`src/rtl/jellyvl_synctimer_timer_if.sv`:
```
// Timer control bus: set override, adjust beats and the timer value going back out.
interface jellyvl_synctimer_timer_if #(
  parameter int TIMER_WIDTH = 64
);
  logic [TIMER_WIDTH-1:0] set_time;
  logic                   set_valid;
  logic                   adjust_sign;
  logic                   adjust_valid;
  logic                   adjust_ready;
  logic [TIMER_WIDTH-1:0] current_time;

  modport master (
    output set_time, set_valid, adjust_sign, adjust_valid,
    input  adjust_ready, current_time
  );

  modport slave (
    input  set_time, set_valid, adjust_sign, adjust_valid,
    output adjust_ready, current_time
  );
endinterface

```
`src/rtl/jellyvl_synctimer_timer.sv`:
```
// Free-running local timer advancing NUMERATOR/DENOMINATOR units per clock,
// with +/-1 unit slip beats and a hard set override.
module jellyvl_synctimer_timer #(
  parameter int TIMER_WIDTH = 64,
  parameter int NUMERATOR   = 10,
  parameter int DENOMINATOR = 3,
  parameter logic [TIMER_WIDTH-1:0] INIT_TIME = '0
) (
  input logic reset,
  input logic clk,
  jellyvl_synctimer_timer_if.slave bus
);
  localparam int STEP_INT  = NUMERATOR / DENOMINATOR;
  localparam int STEP_FRAC = NUMERATOR % DENOMINATOR;
  // one extra bit so frac + STEP_FRAC (< 2*DENOMINATOR) never overflows
  localparam int FW        = $clog2(DENOMINATOR) + 1;

  logic [TIMER_WIDTH-1:0] time_q, time_d;
  logic [FW-1:0]          frac_q, frac_d;
  logic                   ready_q, ready_d;

  logic [FW-1:0]          sum;
  logic                   carry;
  logic                   accept;
  logic [TIMER_WIDTH-1:0] adj;

  // Next-state: integer step + fractional carry + slip, set overrides everything
  always_comb begin
    sum    = frac_q + FW'(STEP_FRAC);
    carry  = (sum >= FW'(DENOMINATOR));
    accept = bus.adjust_valid & ready_q;
    adj    = '0;
    if (accept) adj = bus.adjust_sign ? '1 : TIMER_WIDTH'(1);
    frac_d = carry ? (sum - FW'(DENOMINATOR)) : sum;
    time_d = time_q + TIMER_WIDTH'(STEP_INT) + {{(TIMER_WIDTH-1){1'b0}}, carry} + adj;
    // the handshake still completes on a set; only the slip itself is dropped
    ready_d = ~accept;
    if (bus.set_valid) begin
      time_d = bus.set_time;
      frac_d = '0;
    end
  end

  // State registers with synchronous active-low reset
  always_ff @(posedge clk) begin
    if (!reset) begin
      time_q  <= INIT_TIME;
      frac_q  <= '0;
      ready_q <= 1'b0;
    end else begin
      time_q  <= time_d;
      frac_q  <= frac_d;
      ready_q <= ready_d;
    end
  end

  assign bus.current_time = time_q;
  assign bus.adjust_ready = ready_q;
endmodule

```
`src/flat_wrapper.sv`:
```
// flat-port wrapper written by rule: the top's interface ports become plain ports
module jellyvl_synctimer_timer_flat 
#(
  parameter int TIMER_WIDTH = 64,
  parameter int NUMERATOR   = 10,
  parameter int DENOMINATOR = 3,
  parameter logic [TIMER_WIDTH-1:0] INIT_TIME = '0
)
  (reset, clk, bus_set_time, bus_set_valid, bus_adjust_sign, bus_adjust_valid, bus_adjust_ready, bus_current_time);
  jellyvl_synctimer_timer_if #(.TIMER_WIDTH(TIMER_WIDTH)) bus_i ();
  input logic reset;
  input logic clk;
  input wire logic [$bits(bus_i.set_time)-1:0] bus_set_time;
  input wire logic [$bits(bus_i.set_valid)-1:0] bus_set_valid;
  input wire logic [$bits(bus_i.adjust_sign)-1:0] bus_adjust_sign;
  input wire logic [$bits(bus_i.adjust_valid)-1:0] bus_adjust_valid;
  output wire logic [$bits(bus_i.adjust_ready)-1:0] bus_adjust_ready;
  output wire logic [$bits(bus_i.current_time)-1:0] bus_current_time;
  assign bus_i.set_time = bus_set_time;
  assign bus_i.set_valid = bus_set_valid;
  assign bus_i.adjust_sign = bus_adjust_sign;
  assign bus_i.adjust_valid = bus_adjust_valid;
  assign bus_adjust_ready = bus_i.adjust_ready;
  assign bus_current_time = bus_i.current_time;
  jellyvl_synctimer_timer #(.TIMER_WIDTH(TIMER_WIDTH), .NUMERATOR(NUMERATOR), .DENOMINATOR(DENOMINATOR), .INIT_TIME(INIT_TIME)) u_core (.reset(reset), .clk(clk), .bus(bus_i));
endmodule
```
`config.mk`:
```
export PLATFORM = sky130hd
export DESIGN_NAME = jellyvl_synctimer_timer_flat
export DESIGN_NICKNAME = d
export VERILOG_FILES = /design/src/rtl/jellyvl_synctimer_timer_if.sv /design/src/rtl/jellyvl_synctimer_timer.sv /design/src/flat_wrapper.sv
export SDC_FILE = /design/constraint.sdc
export NUM_CORES = 1
export LEC_CHECK = 0
export CELL_PAD_IN_SITES_DETAIL_PLACEMENT = 0
export CELL_PAD_IN_SITES_GLOBAL_PLACEMENT = 1
export CORE_MARGIN = 2
export CORE_UTILIZATION = 39
export DETAILED_ROUTE_END_ITERATION = 6
export PLACE_DENSITY = 0.89
export SLEW_MARGIN = 20
export SYNTH_ARGS = -nofsm -noshare
export SYNTH_HDL_FRONTEND = slang
export SYNTH_SLANG_ARGS = --single-unit
```
`constraint.sdc`:
```
create_clock -name clk -period 5.98 [get_ports clk]
set_input_delay 0.897 -clock clk [delete_from_list [all_inputs] [get_ports clk]]
set_output_delay 0.897 -clock clk [all_outputs]
set_load 0.05 [all_outputs]
```
; After elaboration in Yosys (flattened, before gate mapping)
; Index checks and enable logic that the tools add are counted.
[totals]
word_cells = 17
ff_bits = 68
output_inout_bits = 65
input_bits = 69
[op_classes]
muxes = 4
bitwise = 3
addsub = 5
n_lt_le_gt_ge = 1
reduce_logical = 1
[op_table]
columns = op, n
row1 = $mux W64, 3
row2 = $add A64 B1 Y64, 1
row3 = $add A64 B2 Y64 const B, 1
row4 = $add A64 B64 Y64, 1
row5 = $add A3 B1 Y3 const B, 1
row6 = $ge A3 B2 Y1 const B, 1
row7 = $mux W3, 1
row8 = $sub A3 B2 Y3 const B, 1
row9 = $not A1 Y1, 2
row10 = $reduce_or A2 Y1, 1
row11 = $and A1 B1 Y1, 1

; Logic depth before layout (Yosys ltp)
; Gate-level depths: netlist of run 1.
[logic_depth]
word_depth = 5
mapped_depth = 17
depth_no_buf = 17

; Worst setup path before layout of run 1
; Ideal clock, no wire load.
[synth_timing]
path_kind = input port to flip-flop
from = input bus_adjust_valid
to = register u_core.time_q[60], in the netlist u_core.bus.current_time[60]
path_buffers = 0
cell_stages = 14
t_required_ns = 5.896
arrival_time_ns = 4.896
setup_ns = 0.084
path_slack_ns = 1.000
cell_sequence = nand3_1 -> inv_1 -> ha_1 -> ha_1 -> and4_4 -> nand3_2 -> a21oi_2 -> o2111ai_1 -> a211o_1 -> a2111oi_4 -> o21ai_2 -> a2111oi_4 -> nor3_1 -> o31ai_2
[synth_between]
elab_chain_cells = 4
[synth_lines]
columns = item, line_no
row1 = start: declaration, flat_wrapper.sv:16  ; input wire logic [$bits(bus_i.adjust_valid)-1:0] bus_adjust_valid;
row2 = $and A1 B1 Y1, jellyvl_synctimer_timer.sv:31  ; accept = bus.adjust_valid & ready_q;
row3 = $mux W64, jellyvl_synctimer_timer.sv:33  ; if (accept) adj = bus.adjust_sign ? '1 : TIMER_WIDTH'(1);
row4 = $add A64 B64 Y64, jellyvl_synctimer_timer.sv:35  ; time_d = time_q + TIMER_WIDTH'(STEP_INT) + {{(TIMER_WIDTH-1){1'b0}}, carry} + adj;
row5 = $mux W64, jellyvl_synctimer_timer.sv:38  ; if (bus.set_valid) begin
row6 = end signal: assignment, jellyvl_synctimer_timer.sv:51  ; time_q <= time_d;
row7 = end: declaration, jellyvl_synctimer_timer.sv:18  ; logic [TIMER_WIDTH-1:0] time_q, time_d;
; Every way passes these cells.
; A chain may end at the register's enable or synchronous reset.

; Worst setup path after layout of run 1
[layout_timing]
from = input bus_adjust_valid
to = register u_core.time_q[54], in the netlist u_core.bus.current_time[54]
; The elaborated chain is that of the path after synthesis.

==> results_dict.tcl, run 1 <==
set metrics [dict create \
    outcome "finished, final reports clean" \
    criticalPathCategory "in -> reg" \
    firstDrtPassIters 5 \
    finalSetupTns_ns 0 \
    dieArea_mm2 0.01922 \
    p_leak_nw 3.996 \
    grt_busiest_layer "met2" \
    post-place-ws_ns 0.5355 \
    finalClockSkew_ns 0.009916 \
    synth.cell_area_mm2 0.007071 \
    grt_overflow 0 \
    synth-simple-area-share 0.2079 \
    floorplan.die.width_um 138.6 \
    drt-initial-drc-count 405 \
    drive_gt1_frac 0.03370 \
    max_freq_mhz 195.6 \
    synth_edf_count 0 \
    cap_viol_max_count 0 \
    path_buf_inv 3 \
    clock_latency_ns 0.35 \
    fin_crit_sh 0.8548 \
    worst_slew_pin_slew_ns 0.7645 \
    ys_seq_area_frac 0.1925 \
    cts_sinks 68 \
    rsz0062_at_grt "false" \
    cts_max_level 3 \
    required_ns 6.27 \
    register_area_mm2 0.001361 \
    use_met2 0.3147 \
    cpMostUsedCell "nand3_1" \
    dp_hpwl_mm 15.37 \
    clk_pin_slew_worst_paths_ns 0.06 \
    cp_max_fo 24 \
    synth_compound_area_frac 0.2515 \
    die_h_um 138.6 \
    grt_max_degree 87 \
    rows 49 \
    nNetsFinal 1203 \
    crit_slowest_cell "a21oi_1" \
    grtUsageMet3 0.03073 \
    post_cts_buffers 0 \
    multi_input_area_mm2 0.005443 \
    cts_root_buf "clkbuf_16" \
    synth_cells 902 \
    coreArea_mm2 0.01790 \
    holdBufCountCts 0 \
    ioPinCount 134 \
    antenna_found_initial 1 \
    synthXorXnorAreaFrac 0.07185 \
    gp_congestion 0.9415 \
    clk_path_buf_depth 2 \
    cts_tree "done" \
    yosysWarnings 0 \
    cp-start-kind "primary input" \
    crit_family "compound AO/OA/AOI/OAI gates" \
    path_cells "clkdlybuf4s50_1 > nand3_1 > inv_2 > buf_4 > ha_1 > ha_1 > a21o_1 > nand3_1 > a21oi_2 > nor2_1 > o31ai_2 > a41oi_1 > a21oi_1 > a21oi_1 > or4b_1 > nand3_1" \
    viasPerCell 5.532 \
    p_per_area_mw_per_mm2 204.8 \
    port_buffers 133 \
    setup_viol 0 \
    grt_usage 0.2038 \
    yosys.area_share.adder 0.2311 \
    synth_top_family_by_area "compound AO/OA/AOI/OAI gates" \
    synth_mux_area_frac 0.007432 \
    fillers 1777 \
    drv_slew 0 \
    synth.avg_cell_area_um2 7.839 \
    grt_pass1_vias 6541 \
    worstPathArrival_ns 5.40 \
    setup_slack_ns 0.8686 \
    period_needed_ns 5.111 \
    synth-async-reset-ratio 0 \
    drt-total-wl_mm 19.71 \
    floorplan.initialDensity 0.3950 \
    syn2layout_area_growth_pct 24.44 \
    cts_buffers 9 \
    endpoint_kind "flip-flop" \
    wl_per_cell_um 15.92 \
    vdd_drop_max_mv 0.1780 \
    cpPeakStageDelay_ns 0.54 \
    synthDistinctLibCells 63 \
    post_cts_resized 0 \
    diodes 0 \
    vias 6848 \
    min_path_type "reg -> reg" \
    synth_nets 1101 \
    hold_violations 0 \
    synth_seq_cells 68 \
    gr-usage-met1 0.2856 \
    grt_pass1_wl_mm 32.55 \
    drtAntennaViolNets 0 \
    drc 0 \
    synth-main-ff-cell "dfxtp_1" \
    maxSlewHeadroom 0.4903 \
]
[state kept, by name, summed over array words and instances (netlist names)]
name / count
u_core.bus.current_time: 64
u_core.bus.adjust_ready: 1
u_core.frac_q: 3
[layout make-up]
class | instances | share of cell area
multi-input cells | 765 | 0.6186
well taps | 229 | 0.03257
repair buffers | 138 | 0.1547
clock buffers | 14 | 0.02887
flip-flops and latches | 68 | 0.1547
inverters | 22 | 0.009386
clock inverters | 2 | 0.001138
[placed cells by master, fill, tap and decap left out, types with 4 or more instances in the layout]
cell type and n:
a21oi_1 70, a31oi_1 5, dfxtp_1 68, nand3_1 23
o21a_1 7, buf_4 6, nor2b_1 6, and2_1 50
nor2_1 46, inv_1 21, o21bai_1 13, a21o_1 33
o21ai_0 85, clkbuf_16 9, a21boi_0 5, ha_1 129
clkbuf_1 4, nand4_1 23, xor2_1 20, and3_1 7
clkdlybuf4s50_1 131, xnor2_1 38, nor3_1 12, nand2_1 103
o31ai_1 6, o211ai_1 13, nand2b_1 7, a211oi_1 7
a211o_1 5
[cell usage after synthesis, types with 2 or more instances]
master     count  area share
mux2_2         2      0.0032
o21ai_0       85       0.060
a21boi_0       5      0.0053
ha_1         129        0.23
nand2_1      103       0.055
o211a_1        3      0.0042
buf_1          2      0.0011
nand3_1       23       0.016
o21a_1         7      0.0074
nand4_1       23       0.020
xor2_1        20       0.025
a21o_1        33       0.035
nor2b_1        6      0.0053
o31ai_1        6      0.0064
nor3_1        12      0.0085
buf_2          5      0.0035
or3_1          3      0.0027
nand4b_1       3      0.0037
inv_1         22       0.012
a2111oi_4      2      0.0078
a211o_1        5      0.0062
xnor2_1       38       0.047
nand2b_1       7      0.0062
nor4_1         2      0.0018
a31oi_1        5      0.0044
a211oi_1       7      0.0074
o21bai_1      13       0.014
and3_1         7      0.0062
dfxtp_1       68        0.19
clkbuf_1      39       0.021
nand3b_1       2      0.0021
a21oi_1       70       0.050
mux2i_1        3      0.0042
o211ai_1      13       0.014
o2111ai_1      2      0.0025
and2_1        50       0.044
o31a_1         2      0.0025
a41oi_1        3      0.0037
nor2_1        46       0.024
o31ai_2        3      0.0053
[cells by family after synthesis]
family | after synthesis
multiplexers | 5
adder cells (fa/ha/maj) | 130
XOR/XNOR | 58
flip-flops | 68
buffers and inverters | 69
AND/OR/NAND/NOR | 296
AO/OA/AOI/OAI | 276
[where the power goes]
group / switching [mW] / internal (mW) / leakage, nW
logic: 0.457 / 0.308 / 3.30
registers: 0.0355 / 0.501 / 0.562
clock network: 0.209 / 0.291 / 0.131
[layer usage]
| metal | vias up | part of all wire |
|---|---|---|
| met5 | - | 0.00066 |
| met4 | 2 | 0.026 |
| met3 | 33 | 0.052 |
| met2 | 201 | 0.43 |
| met1 | 3123 | 0.49 |
| li1 | 3489 | - |
[worst paths after layout]
check	from	endpoint	slack, ns	depth (start not counted)
min	u_core.bus.adjust_ready$_SDFF_PN0_	u_core.bus.adjust_ready$_SDFF_PN0_	0.56	2
min reg2reg	u_core.bus.adjust_ready$_SDFF_PN0_	u_core.bus.adjust_ready$_SDFF_PN0_	0.56	2
max reg2reg	u_core.bus.adjust_ready$_SDFF_PN0_	u_core.bus.current_time[54]$_SDFF_PN0_	1.52	15
max	bus_adjust_valid	u_core.bus.current_time[54]$_SDFF_PN0_	0.87	16
[tightest hold or removal path, cell delays in order, from the launching register on]
cell	delay [ns]
dfxtp_1	0.33
nand2_1	0.09
and2_1	0.12
[metrics by stage]
stage               area, µm²  utilization  std cells  hold WS, ns  total power, mW
finish                   8798       0.4915       1238       0.5639            1.802
CTS                      8798       0.4915       1238       0.5548            1.809
detailed placement       8534       0.4767       1222       0.5319            1.303
floorplan                7071            -        902       0.5696            1.071
global route             8798       0.4915       1238       0.5790            1.904
global placement         8534       0.4767       1222       0.5460            1.301
Power figures use the tool's default switching activity.
==> run 2, diff against run 1 <==
SKIP_CTS_REPAIR_TIMING = 1   (was unset)
==> results of run 2 <==
The final DEF is identical to that of run 1; final timing and power are the same.
